==> src/rtl/rv_lsu_pkg.sv <==
// Shared types and helpers for the RV64 load/store unit.
// funct3 encodings, FSM state encoding and the access-size mask.
package rv_lsu_pkg;

  localparam logic [2:0] F3_B  = 3'b000;
  localparam logic [2:0] F3_H  = 3'b001;
  localparam logic [2:0] F3_W  = 3'b010;
  localparam logic [2:0] F3_D  = 3'b011;
  localparam logic [2:0] F3_BU = 3'b100;
  localparam logic [2:0] F3_HU = 3'b101;
  localparam logic [2:0] F3_WU = 3'b110;

  typedef enum logic [2:0] {
    S_IDLE = 3'd0,
    S_RD   = 3'd1,
    S_CAP  = 3'd2,
    S_WR   = 3'd3,
    S_RESP = 3'd4
  } lsu_state_e;

  // funct3[1:0] encodes log2 of the access size in bytes
  function automatic logic [63:0] size_mask(input logic [1:0] sz);
    case (sz)
      2'd0:    return 64'h0000_0000_0000_00FF;
      2'd1:    return 64'h0000_0000_0000_FFFF;
      2'd2:    return 64'h0000_0000_FFFF_FFFF;
      default: return 64'hFFFF_FFFF_FFFF_FFFF;
    endcase
  endfunction

endpackage

==> src/rtl/rv_lsu_align.sv <==
// Byte-lane datapath: load extract/extend and read-modify-write store merge
// for one doubleword, driven by funct3 and the byte offset within it.
module rv_lsu_align
  import rv_lsu_pkg::*;
#(
  parameter int XLEN = 64
) (
  input  logic [2:0]      funct3,
  input  logic [2:0]      off,
  input  logic [XLEN-1:0] old_data,
  input  logic [XLEN-1:0] wdata,
  output logic [XLEN-1:0] ld_data,
  output logic [XLEN-1:0] st_data
);

  logic [5:0]      sh;
  logic [XLEN-1:0] mask;
  logic [XLEN-1:0] lane;
  logic [XLEN-1:0] wd_sh;

  always_comb begin
    sh      = {off, 3'b000};
    mask    = size_mask(funct3[1:0]) << sh;
    lane    = old_data >> sh;
    wd_sh   = wdata << sh;
    st_data = (old_data & ~mask) | (wd_sh & mask);
    case (funct3)
      F3_B:    ld_data = {{(XLEN-8){lane[7]}},   lane[7:0]};
      F3_H:    ld_data = {{(XLEN-16){lane[15]}}, lane[15:0]};
      F3_W:    ld_data = {{(XLEN-32){lane[31]}}, lane[31:0]};
      F3_BU:   ld_data = {{(XLEN-8){1'b0}},      lane[7:0]};
      F3_HU:   ld_data = {{(XLEN-16){1'b0}},     lane[15:0]};
      F3_WU:   ld_data = {{(XLEN-32){1'b0}},     lane[31:0]};
      default: ld_data = lane;
    endcase
  end

endmodule

==> src/rtl/rv_lsu.sv <==
// RV64 load/store unit in front of a 64-bit memory without byte enables.
// Sub-doubleword stores go through read-modify-write; errors answer in one cycle.
module rv_lsu
  import rv_lsu_pkg::*;
#(
  parameter int ADDR_WID = 12,
  parameter int XLEN     = 64
) (
  input  logic            clk,
  input  logic            rst,
  input  logic            req_valid_i,
  output logic            req_ready_o,
  input  logic            req_we_i,
  input  logic [2:0]      req_funct3_i,
  input  logic [XLEN-1:0] req_addr_i,
  input  logic [XLEN-1:0] req_wdata_i,
  output logic            rsp_valid_o,
  output logic [XLEN-1:0] rsp_rdata_o,
  output logic            rsp_err_o,
  output logic [XLEN-1:0] mem_addr_o,
  output logic            mem_wr_en_o,
  output logic [XLEN-1:0] mem_wr_data_o,
  output logic            mem_rd_en_o,
  input  logic [XLEN-1:0] mem_rd_data_i
);

  lsu_state_e      state_q, state_d;
  logic            we_q, we_d;
  logic [2:0]      f3_q, f3_d;
  logic [XLEN-1:0] addr_q, addr_d;
  logic [XLEN-1:0] data_q, data_d;
  logic [XLEN-1:0] rdata_q, rdata_d;
  logic            err_q, err_d;
  logic [XLEN-1:0] ld_data, st_data;
  logic            mis, ill;

  rv_lsu_align #(.XLEN(XLEN)) u_align (
    .funct3   (f3_q),
    .off      (addr_q[2:0]),
    .old_data (mem_rd_data_i),
    .wdata    (data_q),
    .ld_data  (ld_data),
    .st_data  (st_data)
  );

  always_comb begin
    case (req_funct3_i[1:0])
      2'd1:    mis = req_addr_i[0];
      2'd2:    mis = |req_addr_i[1:0];
      2'd3:    mis = |req_addr_i[2:0];
      default: mis = 1'b0;
    endcase
    ill = req_we_i ? req_funct3_i[2] : (req_funct3_i == 3'b111);
  end

  always_comb begin
    state_d = state_q;
    we_d    = we_q;
    f3_d    = f3_q;
    addr_d  = addr_q;
    data_d  = data_q;
    rdata_d = rdata_q;
    err_d   = err_q;
    case (state_q)
      S_IDLE: if (req_valid_i) begin
        we_d    = req_we_i;
        f3_d    = req_funct3_i;
        addr_d  = req_addr_i;
        data_d  = req_wdata_i;
        rdata_d = '0;
        err_d   = mis | ill;
        // a full doubleword store needs no old data, so it skips the read
        if (mis | ill)                                  state_d = S_RESP;
        else if (req_we_i && req_funct3_i[1:0] == 2'd3) state_d = S_WR;
        else                                            state_d = S_RD;
      end
      S_RD:  state_d = S_CAP;
      S_CAP: if (we_q) begin
        data_d  = st_data;
        state_d = S_WR;
      end else begin
        rdata_d = ld_data;
        state_d = S_RESP;
      end
      S_WR:    state_d = S_RESP;
      default: state_d = S_IDLE;
    endcase
  end

  always_ff @(posedge clk) begin
    if (rst) begin
      state_q <= S_IDLE;
      we_q    <= 1'b0;
      f3_q    <= '0;
      addr_q  <= '0;
      data_q  <= '0;
      rdata_q <= '0;
      err_q   <= 1'b0;
    end else begin
      state_q <= state_d;
      we_q    <= we_d;
      f3_q    <= f3_d;
      addr_q  <= addr_d;
      data_q  <= data_d;
      rdata_q <= rdata_d;
      err_q   <= err_d;
    end
  end

  assign req_ready_o   = (state_q == S_IDLE);
  assign mem_rd_en_o   = (state_q == S_RD);
  assign mem_wr_en_o   = (state_q == S_WR);
  assign mem_wr_data_o = data_q;
  assign mem_addr_o    = {{(XLEN-ADDR_WID){1'b0}}, addr_q[ADDR_WID+2:3]};
  assign rsp_valid_o   = (state_q == S_RESP);
  assign rsp_rdata_o   = rsp_valid_o ? rdata_q : '0;
  assign rsp_err_o     = rsp_valid_o & err_q;

endmodule
==> config.mk <==
export PLATFORM = sky130hd
export DESIGN_NAME = rv_lsu
export DESIGN_NICKNAME = d
export VERILOG_FILES = /design/src/rtl/rv_lsu_pkg.sv /design/src/rtl/rv_lsu_align.sv /design/src/rtl/rv_lsu.sv
export SDC_FILE = /design/constraint.sdc
export NUM_CORES = 1
export LEC_CHECK = 0
export BUFFER_PORTS_ARGS = -buffer_cell sky130_fd_sc_hd__buf_2
export CAP_MARGIN = 0
export CORE_AREA = 3 3 154 156
export DETAILED_ROUTE_END_ITERATION = 8
export DIE_AREA = 0 0 157 159
export PLACE_DENSITY = 0.88
export SYNTH_ARGS = -nofsm -noshare
export SYNTH_HDL_FRONTEND = slang
export SYNTH_HIERARCHICAL = 1
export SYNTH_SLANG_ARGS = --single-unit
==> constraint.sdc <==
create_clock -name clk -period 4.2 [get_ports clk]
set_clock_uncertainty 0.1 [all_clocks]
set_input_delay 0.21 -clock clk [delete_from_list [all_inputs] [get_ports clk]]
set_output_delay 0.21 -clock clk [all_outputs]
set_load 0.01 [all_outputs]
After elaboration in Yosys (flattened, before gate mapping)
Cells that the tools add are included.

Input port bits: 199. Word-level logic and storage cells: 60. Output and inout bits: 197. Register bits after elaboration: 151.

Reduce and logical (&&, ||, !) cells: 10. Equal/unequal tests: 18. Muxes and demuxes: 16. Bitwise operators: 6. Shift operators: 3.

Operators by type and width (number): $pmux W64 S6 (1); $mux W64 (5); $pmux W64 S2 (2); $pmux W64 S3 (1); $and A64 B64 Y64 (2); $shl A64 B6 Y64 (2); $not A64 Y64 (1); $or A64 B64 Y64 (1); $shr A64 B6 Y64 (1); $eq A3 B3 Y1 const B (5); $pmux W3 S4 (1); $eq A3 B2 Y1 const B (3); $mux W3 (3); $eq A2 B2 Y1 const B (3); $eq A3 B1 Y1 const B (2); $logic_not A3 Y1 (2); $ne A2 B2 Y1 const B (3); $reduce_and A3 Y1 (2); $eq A2 B1 Y1 const B (2); $pmux W1 S3 (1); $reduce_or A3 Y1 (1); $logic_not A2 Y1 (1); $mux W2 (1); $reduce_and A2 Y1 (1); other kinds (6) (6).

Logic depth before layout (Yosys ltp)
Depth in word-level cells: 8. Mapped depth: 10. Gate-level depth less buffers: 6.

Hierarchy
The synthesis kept the hierarchy.

By module, submodules not included: rv_lsu (area each 6937.9 um^2, cells each 759, times used 1); rv_lsu_align (area each 4599.4 um^2, cells each 557, times used 1).

Worst setup path before layout
No wires, ideal clock.

Path kind: reg-to-reg. From: reg addr_q[1]. To: reg data_q[57], in the netlist mem_wr_data_o[57]. Setup slack: 1.920 ns. Period minus slack after synthesis: 2.280 ns. Cell stages (with the launch flop): 11. Arrival: 2.095 ns. Data required time: 4.014 ns. Buffers on the path: 5. Path through: dfxtp_1 buf_4 buf_2 buf_2 buf_2 buf_2 mux2i_1 nand2_1 a31oi_1 mux2i_1 a211oi_1.

Longest elaborated chain between the ends: 6.

RTL lines: start: declaration (RTL line rv_lsu.sv:30) `logic [XLEN-1:0] addr_q, addr_d;`; start signal: assignment (RTL line rv_lsu.sv:103) `addr_q <= addr_d;`; $shl A64 B6 Y64 (RTL line rv_lsu_align.sv:23) `mask = size_mask(funct3[1:0]) << sh;`; $not A64 Y64 (RTL line rv_lsu_align.sv:26) `st_data = (old_data & ~mask) | (wd_sh & mask);`; $and A64 B64 Y64 (RTL line rv_lsu_align.sv:26); $or A64 B64 Y64 * (RTL line rv_lsu_align.sv:26); via st_data[57] (RTL line rv_lsu.sv:34) `logic [XLEN-1:0] ld_data, st_data;`; $mux W64 * (RTL line rv_lsu.sv:78) `S_CAP: if (we_q) begin`; $pmux W64 S2 * (RTL line rv_lsu.sv:64) `case (state_q)`; end signal: assignment (RTL line rv_lsu.sv:104) `data_q <= data_d;`; end: declaration (RTL line rv_lsu.sv:31) `logic [XLEN-1:0] data_q, data_d;`.

The timed path passes the listed nets; every way through them passes the cells marked *. The select of a mux whose other input is x is not followed. A chain may end at the register's enable or synchronous reset.

Worst setup path after layout
From: reg addr_q[1]. To: reg data_q[39], in the netlist mem_wr_data_o[39].

Same word-level chain as after synthesis.

==> reports/results.ini <==
[cts]
postCtsSetupBuffers = 0
cts_buffers = 17
cts_buffer_depth = 2
cts_root_buf = clkbuf_16
cts_tree = done
clock_latency_ns = 0.44
clock_sinks = 151
cts_max_level = 4
clkTransAtPathRegs_ns = 0.07

[place]
place_hpwl_mm = 31.5
pre_cts_slack_ns = 1.14
gp_congestion = 0.995
numPlacedInstances = 1772
dpl_cell_area_mm2 = 0.0126
portBuffers = 294

[global_routing]
grt_start_max_net_pins = 129
grt_first_pass_wirelength_mm = 63.3
track_usage_pct = 32.7
overflow = 0
grt_pass1_vias = 10549
antenna_found_initial = 9

[routing]
detail_route.vias_per_cell = 6.33
ant_nets = 0
drtPass1Iterations = 6
drtIter0Drc = 1824
route.detailed.drc = 0
vias = 11595
routed_wl_mm = 42.8
wire_per_inst_um = 23.4

[die]
die_w_um = 157
io_pins = 396
core_area_mm2 = 0.0225
die_h_um = 159
row_count = 55
die_area_mm2 = 0.0250
start_util_pct = 51.3

[power_and_ir_drop]
power_leakage_nw = 5.55
power_mw = 4.66
power.density_mw_per_mm2 = 347
irDropWorstVdd_mv = 0.261

[sta]
grt_setup_unrepaired = false
slew_headroom_pct = 22.5
fmax_ghz = 0.320
min_period_over_period_pct = 74.5
fin_ws_ns = 1.07
period_needed_ns = 3.13
worstMarginPinSlew_ns = 1.16
setup_violations = 0
hold_viol_final = 0
slew_viol_final = 0
timing.hold.ws_ns = 0.00592
finalSetupTns_ns = 0

[synthesis]
synth-seq-cells = 151
synth_warnings = 6
yosysTopAreaCell = dfxtp_1
avgSynthCellArea_um2 = 8.77
ys_types = 56
async_flop_share_pct = 0
yosysMostFrequentCell = nor2_1
yosysSeqAreaShare_pct = 26.2
synthFlopType = dfxtp_1
synth_edf_count = 0
synth_common_cells = 161 x nor2_1, 151 x dfxtp_1, 140 x nand2_1
syn_inst = 1316
synth_area_mm2 = 0.0115
synth_top_cell_area_share_pct = 26.2
synth_area_leaders = dfxtp_1 26%, mux4_2 13%, mux2i_1 10%

[setup_path]
crit_type = flop to flop
required_ns = 4.39
rr_endpoint = mem_wr_data_o[39]$_SDFFE_PP0P_
worstSetupEndpointType = flop
start_kind = flop
r2r-start = addr_q[1]$_SDFFE_PP0P_
critPathTopFamily = flip-flops
r2r_slack_ns = 1.07
critical_path.slowest_cell = dfxtp_4
path_cells = buf_4 > a21oi_1 > o211a_1 > nor2_1 > mux2_2 > mux2i_1 > a211oi_1
path_buf_inv = 1
worst-r2r-cell-count = 7
path_max_fanout = 47
max_stage_delay_ns = 0.76
worstPathArrival_ns = 3.31

[finish]
final_area_mm2 = 0.0134
syn2layout_area_growth_pct = 16.3
final_util_pct = 59.6
drive_gt1_share_pct = 31.9
fin_cells = 1832
fin_nets = 1726

[hold_path]
min_to = mem_wr_data_o[43]$_SDFFE_PP0P_
worstHoldStart = req_wdata_i[43]
holdPathStages = 3
min_path_type = input pin to flop

[job]
drv_cap = 0

[status]
status = finished, final reports clean

==> kinds of logic (layout without fill, tap and decap cells) <==
logic type	after synthesis	after routing	synth area share [%]
flip-flops	151	151	26.2
AND/OR/NAND/NOR	452	452	18.1
AO/OA/AOI/OAI	279	279	17.4
buffers and inverters	206	379	10.8
other	1	59	0.0325
multiplexers	227	227	27.5
==> cell type report <==
cell class / instances / area (um^2)
multi-input cells: 1010 / 7520
inverters: 11 / 41.3
clock buffers: 18 / 439
flip-flops and latches: 151 / 3030
diodes: 7 / 17.5
well taps: 285 / 357
fillers: 1970 / 9080
repair buffers: 336 / 1850
clock inverters: 14 / 161
==> per-layer routing <==
layer,part of all wire [%],global-route usage (%)
met2,45,50.7
met4,5.8,17.3
met1,37,41.9
met3,12,8.21
met5,0.086,0
==> worst max path at each step <==
stage | slack, ns | startpoint | to | depth (start not counted)
finish | 1.07 | addr_q[1]$_SDFFE_PP0P_ | mem_wr_data_o[39]$_SDFFE_PP0P_ | 7
global route | 0.85 | addr_q[0]$_SDFFE_PP0P_ | mem_wr_data_o[39]$_SDFFE_PP0P_ | 6
CTS | 1.08 | addr_q[0]$_SDFFE_PP0P_ | mem_wr_data_o[39]$_SDFFE_PP0P_ | 6
detailed placement | 1.14 | addr_q[0]$_SDFFE_PP0P_ | mem_wr_data_o[39]$_SDFFE_PP0P_ | 6
global placement | 1.21 | addr_q[0]$_SDFFE_PP0P_ | mem_wr_data_o[38]$_SDFFE_PP0P_ | 6
floorplan | 1.92 | addr_q[1]$_SDFFE_PP0P_ | mem_wr_data_o[57]$_SDFFE_PP0P_ | 10
==> report_power, final <==
group          internal (mW)  switching (mW)  leakage, nW
logic                  0.559           0.821         4.02
registers               1.52           0.164         1.24
clock network          0.908           0.688        0.292
total                   2.99            1.67         5.55
==> timing repair <==
item                                   4_1_cts  5_1_grt
hold buffers                                21        0
endpoints found under the hold margin       22        0
gates resized for setup                      0        0
==> worst min-delay path: stages <==
cell	delay [ns]
buf_2	0.09
mux2i_1	0.11
a211oi_1	0.08
==> registers in the layout (all words and copies together) (netlist names) <==
signal         flops
addr_q            15
err_q              1
f3_q               3
mem_wr_data_o     64
rdata_q           64
state_q            3
we_q               1
==> cells in the final DEF, fill, tap and decap left out, types with 32 or more instances in the layout <==
cell	n
buf_2	293
nor2_1	161
dfxtp_1	149
nand2_1	140
mux2i_1	115
a22oi_1	85
mux4_2	68
and2_1	65
conb_1	52
a211oi_1	48
mux2_2	44
a21oi_1	42
o21ai_0	34
nand4_1	32
Power figures use the tool's default switching activity.
